### src/rtl/display_scanner_pkg.sv
// Shared constants and helpers for the multiplexed 4-digit 7-segment scanner.
package display_scanner_pkg;

  localparam int NUM_DIGITS = 4;
  localparam int DIGIT_W    = 4;
  localparam int VAL_W      = NUM_DIGITS * DIGIT_W;
  localparam logic [NUM_DIGITS-1:0] ANODE_OFF = 4'b1111;

  typedef logic [1:0] slot_t;

  typedef struct packed {
    logic [DIGIT_W-1:0]    digit;
    logic [NUM_DIGITS-1:0] anode;
    logic                  frame_start;
  } scan_out_t;

  // A slot is a leading zero when it and every more-significant digit are 0;
  // slot 0 is never a leading zero so an all-zero value still shows "0".
  function automatic logic lz_blank(input logic [VAL_W-1:0] val, input slot_t slot);
    logic z;
    z = (slot != 2'd0);
    for (int n = 0; n < NUM_DIGITS; n++) begin
      if (n >= int'(slot) && val[n*DIGIT_W +: DIGIT_W] != '0) z = 1'b0;
    end
    return z;
  endfunction

endpackage

### src/rtl/display_scanner_prescaler.sv
// Slot-rate prescaler: counts 0..REFRESH_DIV-1 and flags the wrap cycle as tick.
module scan_prescaler #(
  parameter int REFRESH_DIV = 50000,
  parameter int CNT_W       = $clog2(REFRESH_DIV)
) (
  input  logic             clk,
  input  logic             rst,
  output logic             tick,
  output logic [CNT_W-1:0] count
);

  localparam logic [CNT_W-1:0] LAST = CNT_W'(REFRESH_DIV - 1);

  logic [CNT_W-1:0] cnt_q, cnt_d;

  assign tick  = (cnt_q == LAST);
  assign count = cnt_q;

  always_comb begin
    cnt_d = tick ? '0 : cnt_q + 1'b1;
  end

  always_ff @(posedge clk) begin
    if (rst) cnt_q <= '0;
    else     cnt_q <= cnt_d;
  end

endmodule

### src/rtl/display_scanner.sv
// Four-digit multiplexed display scanner with double-buffered value,
// guard-band ghost suppression and optional leading-zero blanking.
module display_scanner
  import display_scanner_pkg::*;
#(
  parameter int REFRESH_DIV = 50000,
  parameter int GUARD       = 16
) (
  input  logic        clk,
  input  logic        rst,
  input  logic        load,
  input  logic [15:0] value_in,
  input  logic        blank_lz,
  output logic [3:0]  digit,
  output logic [3:0]  anode,
  output logic        frame_start
);

  localparam int CNT_W = $clog2(REFRESH_DIV);
  localparam logic [CNT_W-1:0] GUARD_C = CNT_W'(GUARD);

  logic             tick;
  logic [CNT_W-1:0] cnt;
  logic             wrap;

  slot_t            idx_q, idx_d;
  logic [VAL_W-1:0] shown_q, shown_d;
  logic [VAL_W-1:0] pending_q, pending_d;
  logic             pend_vld_q, pend_vld_d;
  logic             blank_q, blank_d;
  scan_out_t        out_q, out_d;

  scan_prescaler #(
    .REFRESH_DIV (REFRESH_DIV),
    .CNT_W       (CNT_W)
  ) u_prescaler (
    .clk   (clk),
    .rst   (rst),
    .tick  (tick),
    .count (cnt)
  );

  assign wrap = tick && (idx_q == 2'd3);

  always_comb begin
    idx_d      = tick ? idx_q + 2'd1 : idx_q;
    shown_d    = shown_q;
    pending_d  = pending_q;
    pend_vld_d = pend_vld_q;
    blank_d    = tick ? blank_lz : blank_q;

    if (wrap) begin
      if (pend_vld_q) shown_d = pending_q;
      pend_vld_d = 1'b0;
    end
    // A load on the wrap tick lands after the copy, so it waits a full frame.
    if (load) begin
      pending_d  = value_in;
      pend_vld_d = 1'b1;
    end

    out_d.digit = shown_q[{idx_q, 2'b00} +: DIGIT_W];
    out_d.anode = ANODE_OFF;
    if (cnt >= GUARD_C && !(blank_q && lz_blank(shown_q, idx_q)))
      out_d.anode = ~(4'b0001 << idx_q);
    // First cycle of slot 0 lines up with the first registered slot-0 digit.
    out_d.frame_start = (idx_q == 2'd0) && (cnt == '0);
  end

  always_ff @(posedge clk) begin
    if (rst) begin
      idx_q      <= 2'd0;
      shown_q    <= '0;
      pending_q  <= '0;
      pend_vld_q <= 1'b0;
      blank_q    <= 1'b0;
      out_q      <= '{digit: '0, anode: ANODE_OFF, frame_start: 1'b0};
    end else begin
      idx_q      <= idx_d;
      shown_q    <= shown_d;
      pending_q  <= pending_d;
      pend_vld_q <= pend_vld_d;
      blank_q    <= blank_d;
      out_q      <= out_d;
    end
  end

  assign digit       = out_q.digit;
  assign anode       = out_q.anode;
  assign frame_start = out_q.frame_start;

endmodule

### config.mk
export PLATFORM = sky130hd
export DESIGN_NAME = display_scanner
export DESIGN_NICKNAME = d
export VERILOG_FILES = /design/src/rtl/display_scanner_pkg.sv /design/src/rtl/display_scanner_prescaler.sv /design/src/rtl/display_scanner.sv
export SDC_FILE = /design/constraint.sdc
export NUM_CORES = 1
export LEC_CHECK = 0
export BUFFER_PORTS_ARGS = -buffer_cell sky130_fd_sc_hd__buf_2
export CAP_MARGIN = 40
export CORE_UTILIZATION = 52
export DETAILED_ROUTE_END_ITERATION = 16
export GPL_TIMING_DRIVEN = 0
export PLACE_DENSITY = 0.82
export SYNTH_ARGS = -nofsm -noshare
export SYNTH_HDL_FRONTEND = slang
export SYNTH_SLANG_ARGS = --single-unit
### constraint.sdc
create_clock -name clk -period 2 [get_ports clk]
set_input_delay 0.4 -clock clk [delete_from_list [all_inputs] [get_ports clk]]
set_output_delay 0.4 -clock clk [all_outputs]
set_load 0.02 [all_outputs]
==> summary.md, run 1 <==
| Metric | Value |
|---|---|
| Run status | `complete, no violations` |
| WL per Instance | `12.5 um` |
| DP Cell Count | `357` |
| VDD IR-drop max | `0.483 mV` |
| 1st-iter DRT viols | `103` |
| Post-route setup TNS | `0 ns` |
| Reg2reg path depth | `6` |
| Clk buf depth | `2` |
| Final setup viols | `0` |
| Total Power | `2280 uW` |
| Clock period minus worst slack | `1.86 ns` |
| Core Region | `4790 um2` |
| Rows | `25` |
| Post-Layout Cell Count | `371` |
| Worst slew pin tran | `0.683 ns` |
| P per Cell Area | `755 nW/um2` |
| Most common cell after layout, fill and taps aside | `dfxtp_1` |
| First-pass GRT wire length | `7.78 mm` |
| Crit path to | `shown_q[5]` |
| Top cells by area, synth | `dfxtp_1 (47%), mux2i_1 (13%), nand2b_1 (7.6%), nor2_1 (5.9%), xnor2_1 (4.0%)` |
| Total wire length | `4.65 mm` |
| Rel. slew slack | `54.5%` |
| Diodes inserted | `0` |
| Post-synth top area share | `46.6%` |
| Worst R2R End | `shown_q[5]` |
| Slew Limit Fails | `0` |
| WHS | `0.305 ns` |
| Dpl cell area | `2840 um2` |
| Die area | `5330 um2` |
| Htree depth | `3` |
| Sequential area share after synthesis | `46.6%` |
| GRT Residual Overflow | `0` |
| Busiest grt layer | `met2` |
| Worst-skew pair later-pin latency | `0.33 ns` |
| Initial core utilization | `54.7%` |
| Final period util | `93.1%` |
| Worst Setup SP | `u_prescaler.count[10]` |
| Max Cap Viol | `0` |
| Vias after detailed routing | `1890` |
| R2R setup slack | `0.14 ns` |
| Yosys reg bits | `61` |
| GRT met3 Usage | `6.63%` |
| Largest net degree at the start of global routing | `11` |
| Drt pass-1 iters | `4` |
| Post-Syn Nets | `289` |
| Root Driver | `clkbuf_8` |
| Unrepaired setup endpoints after global routing | `false` |
| Syn. warnings | `0` |
| Clock skew | `0.00793 ns` |
| Crit path cell chain | `or3_1 -> nor4_4 -> and3_1 -> buf_6 -> buf_12 -> mux2i_1` |
| Die Span X | `73.0 um` |
| CP max stage delay | `0.44 ns` |
| Grt met1 use | `25.9%` |
| CTS sink cnt | `61` |
| Leakage | `0.00114 uW` |
| Crit Path Max Fanout | `10` |
| Worst setup SP type | `register` |
| Netlist cell types | `30` |
| Most frequent cells in the layout | `dfxtp_1 (59), nor2_1 (41), mux2i_1 (34)` |
| Routing usage on met2 | `28.9%` |
| Gate count of the mapped netlist | `263` |
| Reg-to-reg startpoint | `u_prescaler.count[10]` |
| Post-Syn Area | `2620 um2` |
| Initial antenna violation count | `0` |
| Crit Path Category | `reg -> reg` |
| Routed Antenna Nets | `0` |
| DR vias/cell | `5.09` |
| CP max stage cell | `or3_1` |
| FMAX | `0.537 GHz` |
| DRC | `0` |
| Final Hold Fails | `0` |
| Die Span Y | `73.0 um` |
| Mapped Avg Cell Area | `9.96 um2` |
| WP data arrival | `2.12 ns` |
| Hold Crit Class | `in -> reg` |
| Gpl congestion | `0.795` |
| Port Buffers | `27` |
| Crit end category | `register` |
| Total GRT Usage | `19.8%` |
| CTS Hold Buffers Added | `0` |
| Layout cells sized above 1 | `18.1%` |
| Clock-pin transition on the worst setup and hold timing paths | `0.06 ns` |
| Largest area contributor in the netlist | `dfxtp_1` |
| Cts bufs inserted | `9` |
| DP HPWL | `3.30 mm` |
| CP required | `2.26 ns` |
| Synth-to-layout area growth | `15.3%` |
| Final instance area | `3020 um2` |
| Vias in the first global route | `1763` |
| Top Ports | `29` |
| TritonCTS clock tree | `yes` |
| Final #Nets | `326` |
==> synth_stat cells (all sizes together) <==
| cell type | instances |
|---|---|
| nand2 | 7 |
| xnor2 | 12 |
| nand2b | 32 |
| xor2 | 3 |
| clkbuf | 12 |
| mux2i | 34 |
| o22a | 1 |
| nor3b | 1 |
| nor3 | 3 |
| inv | 8 |
| a311oi | 2 |
| nor2b | 5 |
| nand4 | 5 |
| ha | 6 |
| nand3 | 7 |
| nor4 | 8 |
| nor4b | 1 |
| buf | 4 |
| dfxtp | 61 |
| nor2 | 41 |
| mux4 | 4 |
| and3 | 2 |
| or4 | 2 |
| or2 | 1 |
| or3 | 1 |
==> what timing repair did <==
item                       4_1_cts  5_1_grt
buffers inserted                 3        0
setup endpoints to repair       20       17
resized for setup                1        3
pin swaps                        2        1
==> per-layer routing <==
layer / routed length, um / vias to the layer above
li1: - / 955
met1: 2280 / 884
met2: 2050 / 42
met3: 242 / 9
met4: 81 / 0
met5: 0 / -
==> per-stage QoR <==
step	utilization [%]	worst slack (ns)
finish	63.1	0.137
global route	63.1	0.000588
CTS	63.1	0.0183
detailed placement	59.3	-0.119
global placement	59.3	-0.0755
floorplan	-	0.122
==> state kept, by name (all words and copies together) (netlist names) <==
name               cells
blank_q                1
idx_q                  2
digit                  4
u_prescaler.count     16
shown_q               16
pend_vld_q             1
anode                  4
pending_q             16
frame_start            1
==> cell type report <==
type / count / area, um2
Fill cell: 398 / 1770
Sequential cell: 61 / 1220
Clock buffer: 13 / 149
Clock inverter: 2 / 10.0
Multi-Input combinational cell: 178 / 1290
Timing Repair Buffer: 30 / 158
Inverter: 8 / 30.0
Tap cell: 67 / 83.8
Buffer: 12 / 72.6
==> where the power goes <==
group	internal [uW]	switching (uW)
sequential	1240	20.0
combinational	60.2	61.5
clock	473	421
==> worst max-delay path, delay by kind of cell, from the launching register on <==
kind,cells,cell delay [ns]
simple gates,3,1.00
buf+inv,2,0.25
mux,1,0.19
flops,1,0.35
==> how the worst min path moves through the flow <==
| stage | startpoint | to | slack [ns] | cells after the start |
|---|---|---|---|---|
| after floorplan | u_prescaler.count[0] | u_prescaler.count[0] | 0.44 | 1 |
| after global placement | u_prescaler.count[0] | u_prescaler.count[0] | 0.46 | 1 |
| after detailed placement | pending_q[11] | shown_q[11] | 0.47 | 2 |
| after CTS | value_in[11] | pending_q[11] | 0.29 | 3 |
| after global routing | value_in[0] | pending_q[0] | 0.30 | 3 |
| final | value_in[15] | pending_q[15] | 0.31 | 3 |
==> cell families (layout without fill, tap and decap cells) <==
logic type	Yosys count	in the layout	share of synthesized area, %
compound gates	3	3	1.00
simple gates	116	116	23.6
mux	38	38	16.4
fa+ha+maj	6	6	2.87
xor+xnor	15	15	5.01
flops	61	61	46.6
buf+inv	24	65	4.49
No activity file was read; power rests on OpenSTA's default activity.
==> run 2, diff against run 1 <==
--- a/config.mk
+++ b/config.mk
@@ -10,7 +10,7 @@
 export CORE_UTILIZATION = 52
 export DETAILED_ROUTE_END_ITERATION = 16
 export GPL_TIMING_DRIVEN = 0
-export PLACE_DENSITY = 0.82
+export PLACE_DENSITY = 0.79
 export SYNTH_ARGS = -nofsm -noshare
 export SYNTH_HDL_FRONTEND = slang
 export SYNTH_SLANG_ARGS = --single-unit
==> constraint.sdc (replaced) <==
create_clock -name clk -period 2.1 [get_ports clk]
set_input_delay 0.42 -clock clk [delete_from_list [all_inputs] [get_ports clk]]
set_output_delay 0.42 -clock clk [all_outputs]
set_load 0.02 [all_outputs]
==> run 2 against run 1 <==
  * Flip-flop and latch count unchanged
  * Non-clock buffer count up 1
  * Sequential power down 5%
  * Clock skew down 0.0013 ns
  * Fmax down 4.2%
  * Wire length up 6.5%
  * Critical path type unchanged
==> summary.md, run 2 (same netlist as run 1, synthesis figures left out) <==
| Metric | Value |
|---|---|
| Hold Crit Class | `in -> reg` |
| WP data arrival | `2.21 ns` |
| Run status | `complete, no violations` |
| Die Span X | `73.0 um` |
| Switching pwr | `517 uW` |
| Clock-pin transition on the worst setup and hold timing paths | `0.06 ns` |
| Area of the multi-input gates | `1280 um2` |
| Layout cells sized above 1 | `17.3%` |
| Most common cell after layout, fill and taps aside | `dfxtp_1` |
| P per Cell Area | `811 nW/um2` |
| VDD IR-drop max | `0.549 mV` |
| Final setup viols | `0` |
| Crit Path Category | `reg -> reg` |
| Clock power share | `47.1%` |
| Dpl cell area | `2840 um2` |
| Sequential share of power | `48.1%` |
| Die area | `5330 um2` |
| Final #Nets | `327` |
| DRC | `0` |
| Clock skew | `0.00668 ns` |
| CP required | `2.37 ns` |
| CTS Hold Buffers Added | `0` |
| Post-route setup TNS | `0 ns` |
| Post-Layout Cell Count | `373` |
| Rel. slew slack | `54.9%` |
| Register area | `1220 um2` |
| Port Buffers | `27` |
| Worst-skew pair later-pin latency | `0.34 ns` |
| Final period util | `92.6%` |
| Clk buf depth | `2` |
| Total wire length | `4.95 mm` |
| Crit Path Max Fanout | `10` |
| GRT Residual Overflow | `0` |
| Vias in the first global route | `1793` |
| Clock period minus worst slack | `1.94 ns` |
| Gpl congestion | `0.820` |
| Most frequent cells in the layout | `dfxtp_1 (61), nor2_1 (41), mux2i_1 (34)` |
| Top Ports | `29` |
| Total Power | `2490 uW` |
| 1st-iter DRT viols | `89` |
| DP HPWL | `3.41 mm` |
| Max Cap Viol | `0` |
| Worst slew pin tran | `0.677 ns` |
| Worst setup SP type | `register` |
| Fin util | `64.2%` |
| Core Region | `4790 um2` |
| Routed Antenna Nets | `0` |
| Crit end category | `register` |
| Largest net degree at the start of global routing | `11` |
| Initial antenna violation count | `0` |
| WL per Instance | `13.3 um` |
| DP Cell Count | `357` |
| Cts bufs inserted | `9` |
| CTS sink cnt | `61` |
| Final instance area | `3070 um2` |
| TritonCTS clock tree | `yes` |
| Comb power frac | `4.8%` |
| Synth-to-layout area growth | `17.2%` |
| Sw frac | `20.8%` |
| Slew Limit Fails | `0` |
| DR vias/cell | `5.05` |
| Diodes inserted | `0` |
| Root Driver | `clkbuf_8` |
| Unrepaired setup endpoints after global routing | `false` |
| Filler cell count | `420` |
| Total GRT Usage | `21.0%` |
| FMAX | `0.514 GHz` |
| First-pass GRT wire length | `8.20 mm` |
| Leakage | `0.00116 uW` |
| Vias after detailed routing | `1882` |
| Internal | `1970 uW` |
| Rows | `25` |
| Initial core utilization | `54.7%` |
| Die Span Y | `73.0 um` |
| Final Hold Fails | `0` |
| Drt pass-1 iters | `4` |
| Htree depth | `3` |
run 2: stage by stage:
| stage | hold WS (ns) | setup slack, ns |
|---|---|---|
| after global placement | 0.460 | -0.159 |
| after floorplan | 0.442 | 0.0836 |
| after global routing | 0.308 | 0.00376 |
| after detailed placement | 0.468 | -0.178 |
| after CTS | 0.296 | 0.117 |
| final | 0.311 | 0.155 |
run 2: cell type report:
type / instances / share of cell area, %
Buffer: 15 / 2.73
Clock buffer: 13 / 5.17
Clock inverter: 3 / 2.20
Inverter: 8 / 0.978
Multi-Input combinational cell: 178 / 41.8
Sequential cell: 61 / 39.8
Tap cell: 67 / 2.73
Timing Repair Buffer: 28 / 4.64
run 2: worst paths after layout:
kind,end,from,cells after the start,slack [ns]
setup / recovery,shown_q[3],u_prescaler.count[4],6,0.16
hold / removal,pending_q[0],value_in[0],3,0.31
setup reg to reg,shown_q[3],u_prescaler.count[4],6,0.16
hold reg to reg,shown_q[6],pending_q[6],2,0.47
run 2: worst max-delay path: stages, from the launching register on:
cell,delay (ns)
dfxtp_1,0.36
or4_4,0.57
nor4_4,0.22
and3_1,0.22
buf_6,0.16
buf_12,0.15
mux2i_1,0.18
run 2: per-layer routing:
layer	track usage (%)	wire [um]	vias up
met5	0	0	-
met4	9.15	72	0
met3	7.46	264	7
met2	33.2	2340	48
met1	25.9	2270	867
li1	-	-	960
run 2: timing repair:
item	4_1_cts	5_1_grt
pin swaps	1	0
gates resized for setup	0	1
buffers inserted	1	0
endpoints found under the setup margin	28	12
run 2: power groups by stage:
stage	logic, uW	registers, uW	clock network (uW)
2_1_floorplan	80.4	1220	0
3_3_place_gp	116	1220	0
3_5_place_dp	120	1220	0
4_1_cts	120	1200	1200
5_1_grt	134	1200	1250
6_report	119	1200	1170
==> run 3, diff against run 2 <==
--- a/config.mk
+++ b/config.mk
@@ -7,10 +7,12 @@
 export LEC_CHECK = 0
 export BUFFER_PORTS_ARGS = -buffer_cell sky130_fd_sc_hd__buf_2
 export CAP_MARGIN = 40
-export CORE_UTILIZATION = 52
+export CELL_PAD_IN_SITES_DETAIL_PLACEMENT = 1
+export CELL_PAD_IN_SITES_GLOBAL_PLACEMENT = 1
+export CORE_UTILIZATION = 45
 export DETAILED_ROUTE_END_ITERATION = 16
 export GPL_TIMING_DRIVEN = 0
-export PLACE_DENSITY = 0.79
+export PLACE_DENSITY = 0.86
 export SYNTH_ARGS = -nofsm -noshare
 export SYNTH_HDL_FRONTEND = slang
 export SYNTH_SLANG_ARGS = --single-unit
==> run 3 against run 2 <==
  * Power fell by 0.22%
  * Non-clock buffer count down 1
  * Sequential power is essentially flat
  * Design area increased by 1.1%
  * Worst hold slack worse by 0.0025 ns
  * Clock power about the same
  * Sequential share of layout area down 0.35 points
  * Clock skew is 0.0071 ns higher
  * Critical path type unchanged
==> summary.md, run 3 (same netlist as run 1, synthesis figures left out) <==
| Metric | Value |
|---|---|
| First-pass GRT wire length | `9.90 mm` |
| VDD IR-drop max | `0.520 mV` |
| PnR worst setup slack | `0.121 ns` |
| Initial core utilization | `47.0%` |
| Vias after detailed routing | `1941` |
| Comb power frac | `4.7%` |
| Htree depth | `3` |
| Drt pass-1 iters | `4` |
| Highest routed layer | `met4` |
| Slew Limit Fails | `0` |
| Leakage | `0.00116 uW` |
| 1st-iter DRT viols | `62` |
| Clk buf depth | `2` |
| P per Cell Area | `801 nW/um2` |
| Total wire length | `6.08 mm` |
| Layout cells sized above 1 | `19.7%` |
| Core Region | `5570 um2` |
| Internal | `1910 uW` |
| Max Cap Viol | `0` |
| WL per Instance | `16.1 um` |
| Final instance area | `3110 um2` |
| CP max stage delay | `0.56 ns` |
| Switching pwr | `575 uW` |
| Clock power share | `46.9%` |
| Gpl congestion | `0.765` |
| Hold Crit Class | `in -> reg` |
| DR WL met3 | `204 um` |
| Worst slew pin tran | `0.679 ns` |
| Sequential share of power | `48.4%` |
| Crit Path Category | `reg -> reg` |
| Dpl cell area | `2850 um2` |
| Synth-to-layout area growth | `18.5%` |
| Filler cell count | `629` |
| DP HPWL | `4.05 mm` |
| Crit path cell chain | `or4_4 -> nor4_4 -> and3_4 -> buf_12 -> mux2i_1` |
| Run status | `complete, no violations` |
| Most frequent cells in the layout | `dfxtp_1 (59), nor2_1 (41), mux2i_1 (34)` |
| Clock skew | `0.0138 ns` |
| Die area | `6130 um2` |
| Cts bufs inserted | `9` |
| R2R setup slack | `0.12 ns` |
| CP max stage cell | `or4_4` |
| Crit Path Max Fanout | `10` |
| Rows | `27` |
| Rel. slew slack | `54.7%` |
| Crit end category | `register` |
| Diodes inserted | `0` |
| DRC | `0` |
| Total GRT Usage | `21.5%` |
| Unrepaired setup endpoints after global routing | `false` |
| TritonCTS clock tree | `yes` |
| Met1 wire length | `2.57 mm` |
| CP required | `2.37 ns` |
| Port Buffers | `27` |
| Clock-pin transition on the worst setup and hold timing paths | `0.08 ns` |
| Final #Nets | `326` |
| Vias in the first global route | `2132` |
| Fin util | `55.7%` |
| WP data arrival | `2.25 ns` |
| Routed Antenna Nets | `0` |
| Setup WS pre-CTS | `-0.220 ns` |
| Crit path buf inv count | `1` |
| Met2 WL | `3.22 mm` |
| Most common cell after layout, fill and taps aside | `dfxtp_1` |
| Final period util | `94.3%` |
| Top Ports | `29` |
| Largest net degree at the start of global routing | `13` |
| Worst-skew pair later-pin latency | `0.35 ns` |
| CTS sink cnt | `61` |
| Sw frac | `23.1%` |
| Final Hold Fails | `0` |
| GRT Residual Overflow | `0` |
| Final setup viols | `0` |
| DR vias/cell | `5.15` |
| Die Span X | `78.3 um` |
| FMAX | `0.505 GHz` |
| Family with the most delay on the worst path | `simple AND/OR/NAND/NOR gates` |
| Clock period minus worst slack | `1.98 ns` |
| Worst setup SP type | `register` |
| Die Span Y | `78.3 um` |
| Root Driver | `clkbuf_8` |
| Initial antenna violation count | `0` |
-- run 3: worst register-to-register path: stages, from the launching register on --
cell     delay [ns]
dfxtp_2        0.35
or4_4          0.56
nor4_4         0.29
and3_4         0.32
buf_12         0.16
mux2i_1        0.20
-- run 3: metal layers --
metal,track usage [%],vias to the layer above
met5,0,-
met4,10.4,0
met3,7.56,7
met2,38.9,33
met1,21.9,946
li1,-,955
-- run 3: final cells by class --
class / count / area [um2] / area share, %
Multi-Input combinational cell: 178 / 1300 / 41.8
Clock inverter: 7 / 100 / 3.22
Inverter: 8 / 30.0 / 0.967
Sequential cell: 61 / 1220 / 39.4
Tap cell: 72 / 90.1 / 2.90
Clock buffer: 9 / 124 / 3.99
Buffer: 11 / 61.3 / 1.97
Timing Repair Buffer: 31 / 178 / 5.72
-- run 3: path summary, 6_finish.rpt --
check / depth (start not counted) / end / start
setup reg to reg: 5 / shown_q[1] / u_prescaler.count[4]
hold / removal: 3 / pending_q[5] / value_in[5]
hold reg to reg: 2 / shown_q[13] / pending_q[13]
setup / recovery: 5 / shown_q[1] / u_prescaler.count[4]
-- run 3: repair_timing --
action	in CTS	in global routing
setup buffers	2	2
gates resized for setup	0	5
pin swaps	1	1
setup endpoints to repair	31	20
hold buffers	0	0
-- run 3: metrics by stage --
step / total power, uW / cells / hold WS [ns] / TNS [ns]
2_1_floorplan: 1300 / 263 / 0.442 / 0
3_3_place_gp: 1340 / 362 / 0.461 / -2.86
3_5_place_dp: 1350 / 362 / 0.466 / -4.10
4_1_cts: 2520 / 380 / 0.290 / 0
5_1_grt: 2590 / 377 / 0.310 / 0
6_report: 2490 / 377 / 0.309 / 0
-- run 3: power by group through the flow --
stage / sequential (uW) / combinational (uW) / clock (uW)
5_1_grt: 1210 / 132 / 1250
3_5_place_dp: 1220 / 122 / 0
2_1_floorplan: 1220 / 80.4 / 0
6_report: 1200 / 118 / 1160
3_3_place_gp: 1220 / 117 / 0
4_1_cts: 1200 / 123 / 1200
